<file path="src/rtl/mpe_seq_pkg.sv">
// rtl/mpe_seq_pkg.sv - shared FSM state and beat-tag encodings for mpe_seq_ctrl
package mpe_seq_pkg;

  typedef enum logic [1:0] {
    ST_IDLE  = 2'd0,
    ST_ISSUE = 2'd1,
    ST_DRAIN = 2'd2
  } state_t;

  localparam logic [1:0] CTL_FIRST = 2'b01;
  localparam logic [1:0] CTL_MID   = 2'b00;
  localparam logic [1:0] CTL_LAST  = 2'b10;
  localparam logic [1:0] CTL_ONLY  = 2'b11;

  function automatic logic [1:0] beat_tag(input logic is_first, input logic is_last);
    logic [1:0] tag;
    case ({is_last, is_first})
      2'b01:   tag = CTL_FIRST;
      2'b10:   tag = CTL_LAST;
      2'b11:   tag = CTL_ONLY;
      default: tag = CTL_MID;
    endcase
    return tag;
  endfunction

endpackage

</file>
<file path="src/rtl/mpe_seq_wdog.sv">
// rtl/mpe_seq_wdog.sv - DRAIN watchdog: counts enabled cycles, flags expiry on cycle TIMEOUT-1
module mpe_seq_wdog #(
  parameter int TIMEOUT = 15
) (
  input  logic i_clk,
  input  logic i_rst,
  input  logic i_en,
  output logic o_expired
);

  localparam int CW = $clog2(TIMEOUT + 1);

  logic [CW-1:0] r_cnt;

  always_ff @(posedge i_clk) begin
    if (i_rst || !i_en) begin
      r_cnt <= '0;
    end else if (!o_expired) begin
      r_cnt <= r_cnt + CW'(1);
    end
  end

  assign o_expired = i_en && (r_cnt == CW'(TIMEOUT - 1));

endmodule

</file>
<file path="src/rtl/mpe_seq_ctrl.sv">
// rtl/mpe_seq_ctrl.sv - per-command matrix_pe sequencer: RAM read issue, beat handshakes, result write-back
// Optional DRAIN watchdog enabled by defining MPE_SEQ_CTRL_TIMEOUT_EN.
module mpe_seq_ctrl
  import mpe_seq_pkg::*;
#(
  parameter int ADDR_W = 4,
  parameter int LEN_W  = 3,
  parameter int RES_AW = 2
`ifdef MPE_SEQ_CTRL_TIMEOUT_EN
  , parameter int TIMEOUT = 15
`endif
) (
  input  logic              i_clk,
  input  logic              i_rst,
  input  logic              i_cmd_valid,
  output logic              o_cmd_ready,
  input  logic [7:0]        i_cmd_uop,
  input  logic [ADDR_W-1:0] i_cmd_base,
  input  logic [LEN_W-1:0]  i_cmd_len,
  output logic              o_ram_rd_en,
  output logic [ADDR_W-1:0] o_ram_rd_addr,
  output logic [7:0]        o_mpe_uop,
  output logic              o_mpe_uop_valid,
  output logic              o_mpe_neuron_valid,
  output logic              o_mpe_weight_valid,
  input  logic              i_mpe_uop_ready,
  input  logic              i_mpe_neuron_ready,
  input  logic              i_mpe_weight_ready,
  output logic [1:0]        o_mpe_ctl,
  input  logic [31:0]       i_mpe_result,
  input  logic              i_mpe_vld_o,
  output logic              o_res_wr_en,
  output logic [RES_AW-1:0] o_res_wr_addr,
  output logic [31:0]       o_res_wr_data,
  output logic              o_busy,
  output logic              o_done,
  output logic              o_err
);

  state_t              r_state;
  logic [7:0]          r_uop;
  logic [ADDR_W-1:0]   r_base;
  logic [LEN_W-1:0]    r_len;
  logic [LEN_W:0]      r_rd_cnt;
  logic [LEN_W-1:0]    r_fire_cnt;
  logic                r_dvld;
  logic                r_wr_en;
  logic [RES_AW-1:0]   r_wr_addr;
  logic [31:0]         r_wr_data;

  logic w_issue;
  logic w_fire;
  logic w_rd_en;
  logic w_last_fire;
  logic w_timeout;

  assign w_issue     = (r_state == ST_ISSUE);
  assign w_fire      = r_dvld && i_mpe_uop_ready && i_mpe_neuron_ready && i_mpe_weight_ready;
  // A new read is only allowed when the held beat is consumed this cycle, so RAM data stays put under stall
  assign w_rd_en     = w_issue && (r_rd_cnt <= {1'b0, r_len}) && (!r_dvld || w_fire);
  assign w_last_fire = w_fire && (r_fire_cnt == r_len);

`ifdef MPE_SEQ_CTRL_TIMEOUT_EN
  logic r_err;

  mpe_seq_wdog #(
    .TIMEOUT (TIMEOUT)
  ) u_wdog (
    .i_clk     (i_clk),
    .i_rst     (i_rst),
    .i_en      (r_state == ST_DRAIN),
    .o_expired (w_timeout)
  );

  always_ff @(posedge i_clk) begin
    if (i_rst) begin
      r_err <= 1'b0;
    end else begin
      r_err <= (r_state == ST_DRAIN) && !i_mpe_vld_o && w_timeout;
    end
  end

  assign o_err = r_err;
`else
  assign w_timeout = 1'b0;
  assign o_err     = 1'b0;
`endif

  always_ff @(posedge i_clk) begin
    if (i_rst) begin
      r_state    <= ST_IDLE;
      r_uop      <= '0;
      r_base     <= '0;
      r_len      <= '0;
      r_rd_cnt   <= '0;
      r_fire_cnt <= '0;
      r_dvld     <= 1'b0;
      r_wr_en    <= 1'b0;
      r_wr_addr  <= '0;
      r_wr_data  <= '0;
    end else begin
      r_wr_en <= 1'b0;
      if (r_wr_en) begin
        r_wr_addr <= r_wr_addr + RES_AW'(1);
      end
      case (r_state)
        ST_IDLE: begin
          if (i_cmd_valid) begin
            r_uop      <= i_cmd_uop;
            r_base     <= i_cmd_base;
            r_len      <= i_cmd_len;
            r_rd_cnt   <= '0;
            r_fire_cnt <= '0;
            r_state    <= ST_ISSUE;
          end
        end
        ST_ISSUE: begin
          if (w_rd_en) begin
            r_rd_cnt <= r_rd_cnt + (LEN_W + 1)'(1);
            r_dvld   <= 1'b1;
          end else if (w_fire) begin
            r_dvld <= 1'b0;
          end
          if (w_fire) begin
            r_fire_cnt <= r_fire_cnt + LEN_W'(1);
          end
          if (w_last_fire) begin
            r_state <= ST_DRAIN;
          end
        end
        ST_DRAIN: begin
          if (i_mpe_vld_o) begin
            r_wr_data <= i_mpe_result;
            r_wr_en   <= 1'b1;
            r_state   <= ST_IDLE;
          end else if (w_timeout) begin
            r_state <= ST_IDLE;
          end
        end
        default: r_state <= ST_IDLE;
      endcase
    end
  end

  assign o_cmd_ready        = (r_state == ST_IDLE);
  assign o_busy             = (r_state != ST_IDLE);
  assign o_ram_rd_en        = w_rd_en;
  assign o_ram_rd_addr      = r_base + ADDR_W'(r_rd_cnt);
  assign o_mpe_uop          = r_uop;
  assign o_mpe_uop_valid    = r_dvld;
  assign o_mpe_neuron_valid = r_dvld;
  assign o_mpe_weight_valid = r_dvld;
  assign o_mpe_ctl          = r_dvld ? beat_tag(r_fire_cnt == '0, r_fire_cnt == r_len) : 2'b00;
  assign o_res_wr_en        = r_wr_en;
  assign o_done             = r_wr_en;
  assign o_res_wr_addr      = r_wr_addr;
  assign o_res_wr_data      = r_wr_data;

endmodule

</file>
<file path="config.mk">
export PLATFORM = sky130hd
export DESIGN_NAME = mpe_seq_ctrl
export DESIGN_NICKNAME = d
export VERILOG_FILES = /design/src/rtl/mpe_seq_pkg.sv /design/src/rtl/mpe_seq_wdog.sv /design/src/rtl/mpe_seq_ctrl.sv
export SDC_FILE = /design/constraint.sdc
export NUM_CORES = 1
export LEC_CHECK = 0
export BUFFER_PORTS_ARGS = -buffer_cell sky130_fd_sc_hd__buf_4
export CAP_MARGIN = 20
export CELL_PAD_IN_SITES_DETAIL_PLACEMENT = 0
export CELL_PAD_IN_SITES_GLOBAL_PLACEMENT = 1
export CORE_AREA = 3 3 93 95
export DETAILED_ROUTE_END_ITERATION = 16
export DIE_AREA = 0 0 96 98
export GPL_ROUTABILITY_DRIVEN = 0
export GPL_TIMING_DRIVEN = 0
export PLACE_DENSITY = 0.88
export SYNTH_ARGS = -nofsm -noshare
export SYNTH_HDL_FRONTEND = slang
export SYNTH_SLANG_ARGS = --single-unit
</file>
<file path="constraint.sdc">
create_clock -name i_clk -period 2.1 [get_ports i_clk]
set_input_delay 0.42 -clock i_clk [delete_from_list [all_inputs] [get_ports i_clk]]
set_output_delay 0.42 -clock i_clk [all_outputs]
set_load 0.02 [all_outputs]
</file>
Word-level counts from Yosys, hierarchy flattened

Index checks and enable logic that the tools add are counted.

Equal/unequal tests: 11
Reduce and logical (&&, ||, !) cells: 20
Order comparisons: 1
Multiplexer cells: 15
Add/subtract/negate cells: 4
Bitwise operators: 1

Operators by type and width:

| kind                  | number |
|---|---|
| $pmux W2 S3           | 2 |
| $reduce_and A3 Y1     | 3 |
| $mux W2               | 4 |
| $mux W4               | 2 |
| $pmux W4 S2           | 1 |
| $eq A2 B2 Y1 const B  | 3 |
| $logic_and A1 B1 Y1   | 6 |
| $mux W3               | 2 |
| $ne A2 B2 Y1 const B  | 3 |
| $pmux W3 S2           | 1 |
| $reduce_and A2 Y1     | 3 |
| $reduce_bool A2 Y1    | 3 |
| $add A4 B1 Y4 const B | 1 |
| $add A4 B4 Y4         | 1 |
| $eq A2 B1 Y1 const B  | 2 |
| $le A4 B3 Y1          | 1 |
| $ne A2 B1 Y1 const B  | 2 |
| $add A3 B1 Y3 const B | 1 |
| $eq A3 B3 Y1          | 1 |
| $logic_not A3 Y1      | 1 |
| $mux W1               | 3 |
| $add A2 B1 Y2 const B | 1 |
| $logic_not A2 Y1      | 1 |
| $reduce_or A2 Y1      | 1 |
| other kinds (3)       | 3 |

Register bits: 60
Logic and storage cells: 62

Depth between registers and ports, before layout

Depth after elaboration: 7
Mapped depth: 7

Worst setup path after synthesis

OpenSTA, ideal clock, no wires.

Kind: reg2out
Start point: register r_rd_cnt[0]
End point: output o_ram_rd_addr[2]
Slack: 0.349 ns
Data required time: 1.680 ns
Buffers on the path: 0
Arrival time: 1.331 ns
Stages on the path, launching flop included: 5
Cell sequence: dfxtp_1 > ha_1 > inv_1 > fa_1 > xnor2_1

Longest elaborated chain between the ends: 1

RTL lines:

| item                     | line                | text |
|---|---|---|
| start: declaration       | mpe_seq_ctrl.sv:44  | `logic [LEN_W:0] r_rd_cnt;` |
| start signal: assignment | mpe_seq_ctrl.sv:119 | `r_rd_cnt <= r_rd_cnt + (LEN_W + 1)'(1);` |
| $add A4 B4 Y4            | mpe_seq_ctrl.sv:148 | `assign o_ram_rd_addr = r_base + ADDR_W'(r_rd_cnt);` |
| end: declaration         | mpe_seq_ctrl.sv:21  | `output logic [ADDR_W-1:0] o_ram_rd_addr,` |

Every way passes these cells.

Worst setup path in the final report

Start point: register r_rd_cnt[1]
End point: output o_ram_rd_addr[3]

Same word-level chain as after synthesis.

==> flow_summary_export.csv <==
group,metric,value,unit
floorplanning,num_rows,32,
setup_path,cp.arrival,1.62,ns
run,drv_cap,0,
setup_path,cp-end-kind,"output port",
outcome,outcome,"completed",
cts,cts_buffers,9,
logic_synthesis,yosys-top-cells-area,"dfxtp_1 46%, nand2_1 14%, a21oi_1 9.6%, ha_1 4.3%, buf_6 2.6%",
logic_synthesis,syn_inst,316,
sta,final.setup.tns,0,ns
detailed_routing,drt_iter0_drc,89,
power,power_density,658,nW/µm²
logic_synthesis,synth_xor_area_share,3.03,%
floorplanning,die_area,9410,µm²
detailed_routing,routed_wl,7060,µm
layout,nets,504,
sta,min_period,2.04,ns
global_route,grt_pass1_vias,2471,
logic_synthesis,async_flop_share,0,%
detailed_routing,vias,2493,
floorplanning,core_area,7810,µm²
hold_path,min_path_cells,3,
logic_synthesis,synth_ff_type,"dfxtp_1",
cts,clk_pin_slew,0.07,ns
floorplanning,die_w,96,µm
logic_synthesis,syn_nets,380,
logic_synthesis,synth-simple-area-share,21.9,%
sta,max_slew_margin,60.5,%
setup_path,slowest_delay,0.38,ns
detailed_routing,drtAntennaViolNets,0,
setup_path,path_max_fanout,6,
logic_synthesis,synth.distinct_cells,41,
hold_path,min_to,"r_len[2]$_SDFFE_PP0P_",
layout,drive_above_1_share,37.3,%
cts,clock-sinks,60,
sta,worstMarginPinSlew,0.593,ns
floorplanning,io_pins,111,
sta,setup_violations,0,
detailed_routing,first_pass_iters,4,
placed_design,place_ws,0.175,ns
floorplanning,die_height,98,µm
global_route,antenna_found_initial,0,
layout,finalInstanceArea,3820,µm²
global_route,grt_use_total,15.5,%
cts,cts_hold_buf,0,
logic_synthesis,yosys.area.top_type,"dfxtp_1",
power,finalPower,2.51,mW
power,ir_worst_vdd,394,µV
logic_synthesis,synth_compound_area_share,14.0,%
logic_synthesis,syn_area,2600,µm²
detailed_routing,wl_per_cell,12.9,µm
sta,hold_viol,0,
setup_path,worstPathRequired,1.68,ns
detailed_routing,drc,0,
placed_design,dpl_cell_area,3540,µm²
setup_path,worstSetupPathType,"reg -> out",
logic_synthesis,yosysTopAreaCellShare,46.1,%
setup_path,worstPathCellList,"ha_1 > a21o_1 > a21oi_2 > xnor2_1 > buf_4",
global_route,grt.overflow.total,0,
cts,ctsHtreeMaxLevel,3,
setup_path,timing.rr.end,"r_rd_cnt[0]$_SDFFE_PP0P_",
layout,antenna_cells,0,
logic_synthesis,yosysWarnings,0,
sta,whs,0.320,ns
sta,clock_skew,0.00794,ns
cts,cts_root_buf,"clkbuf_8",
detailed_routing,vias_per_cell,4.56,
setup_path,r2r_setup_slack,0.43,ns
logic_synthesis,syn_area_per_cell,8.24,µm²
layout,syn_to_final_growth,46.5,%
setup_path,ff2ff_path_depth,7,
setup_path,cp_slowest_cell,"dfxtp_4",
layout,multi_input_area,1240,µm²
layout,regArea,1210,µm²
cts,clk_latency,0.33,ns
setup_path,startpoint_type,"register",
hold_path,hp-class,"in -> reg",
logic_synthesis,synth_edf_count,0,
hold_path,holdCritStartpoint,"i_cmd_len[2]",
global_route,grt_first_pass_wirelength,11400,µm
logic_synthesis,synth_common_cells,"99 x nand2_1, 60 x dfxtp_1, 50 x a21oi_1, 12 x nor2_1, 11 x inv_1",
cts,cts_buffer_depth,2,
sta,max_freq,491,MHz
layout,final.fill_count,805,
sta,post-route-period-util,97.0,%
logic_synthesis,synth_top_family_by_area,"simple AND/OR/NAND/NOR gates",
placed_design,port_buffers,108,
logic_synthesis,synthMuxAreaShare,1.97,%
cts,cts_tree,"yes",
power,power.leakage,1.67,nW
logic_synthesis,synth-adder-area-share,5.09,%
global_route,grt_max_degree,12,
logic_synthesis,ys_seq_area_share,46.1,%
placed_design,hpwl,5290,µm
sta,slew_violations,0,
setup_path,reg2reg_from,"r_rd_cnt[0]$_SDFFE_PP0P_",
logic_synthesis,ys_seq_elements,60,
floorplanning,start_util,33.4,%
logic_synthesis,yosysMostFrequentCell,"nand2_1",
sta,fin_ws,0.0639,ns
[worst max-delay path by stage]
stage | from | end
finish | r_rd_cnt[1]$_SDFFE_PP0P_ | o_ram_rd_addr[3]
global route | r_rd_cnt[1]$_SDFFE_PP0P_ | o_ram_rd_addr[3]
CTS | r_rd_cnt[0]$_SDFFE_PP0P_ | o_ram_rd_addr[2]
detailed placement | r_rd_cnt[1]$_SDFFE_PP0P_ | o_ram_rd_en
global placement | r_len[1]$_SDFFE_PP0P_ | o_ram_rd_en
floorplan | r_rd_cnt[0]$_SDFFE_PP0P_ | o_ram_rd_addr[2]
[per-layer routing]
layer | vias to the layer above | wire, µm | global-route usage [%]
met1 | 1143 | 2850 | 17.1
met3 | 10 | 574 | 6.86
met5 | - | 0 | 0
met4 | 0 | 98 | 6.89
met2 | 67 | 3540 | 25.5
li1 | 1273 | - | -
[placed cells by master (no fill, tap or decap), types with 4 or more instances in the layout]
cell	instances
buf_4	118
clkbuf_8	12
buf_6	6
mux2i_1	4
nor2_1	12
a21oi_1	49
nand2_1	99
inv_1	11
buf_2	6
xnor2_1	6
dfxtp_2	5
dfxtp_1	54
o21ai_0	4
ha_1	7
[power breakdown]
part / total, mW / internal [mW] / switching, mW
combinational: 0.371 / 0.189 / 0.182
clock: 0.954 / 0.518 / 0.436
sequential: 1.19 / 1.16 / 0.0230
total: 2.51 / 1.87 / 0.641
[state kept, by name, summed over array words and instances, names as in the netlist]
register,flops
o_mpe_neuron_valid,1
r_state,2
r_rd_cnt,4
r_base,4
o_res_wr_data,32
r_fire_cnt,3
r_len,3
o_res_wr_addr,2
o_mpe_uop,8
o_done,1
[what timing repair did]
item / 4_1_cts / 5_1_grt
pin swaps: 2 / 3
endpoints found under the setup margin: 2 / 4
gates resized for setup: 5 / 8
buffers inserted: 2 / 3
[final cells by class]
class                   count  share of cell area, %
multi-input cells         221                   32.5
clock buffers              12                   4.33
inverters                  13                   1.28
plain buffers              22                   4.03
flip-flops and latches     60                   31.7
repair buffers            113                   22.2
clock inverters             4                  0.590
well taps                 102                   3.34
[per-stage QoR]
stage	util, %	std cells
detailed placement	45.4	526
finish	48.9	547
floorplan	-	316
CTS	48.1	544
global placement	45.4	526
global route	48.9	547
[cells by family (layout without fill, tap and decap cells)]
logic type	Yosys count	in the layout
flops	60	60
buf+inv	35	164
xor+xnor	9	9
mux	5	5
simple gates	131	131
compound gates	65	65
other cells	1	1
fa+ha+maj	10	10
[worst max-delay path, delay by kind of cell (launching register included)]
family | cells | cell delay [ns]
compound gates | 2 | 0.33
buf+inv | 1 | 0.16
fa+ha+maj | 1 | 0.28
flops | 1 | 0.38
xor+xnor | 1 | 0.13
(Power assumes the default switching activity.)
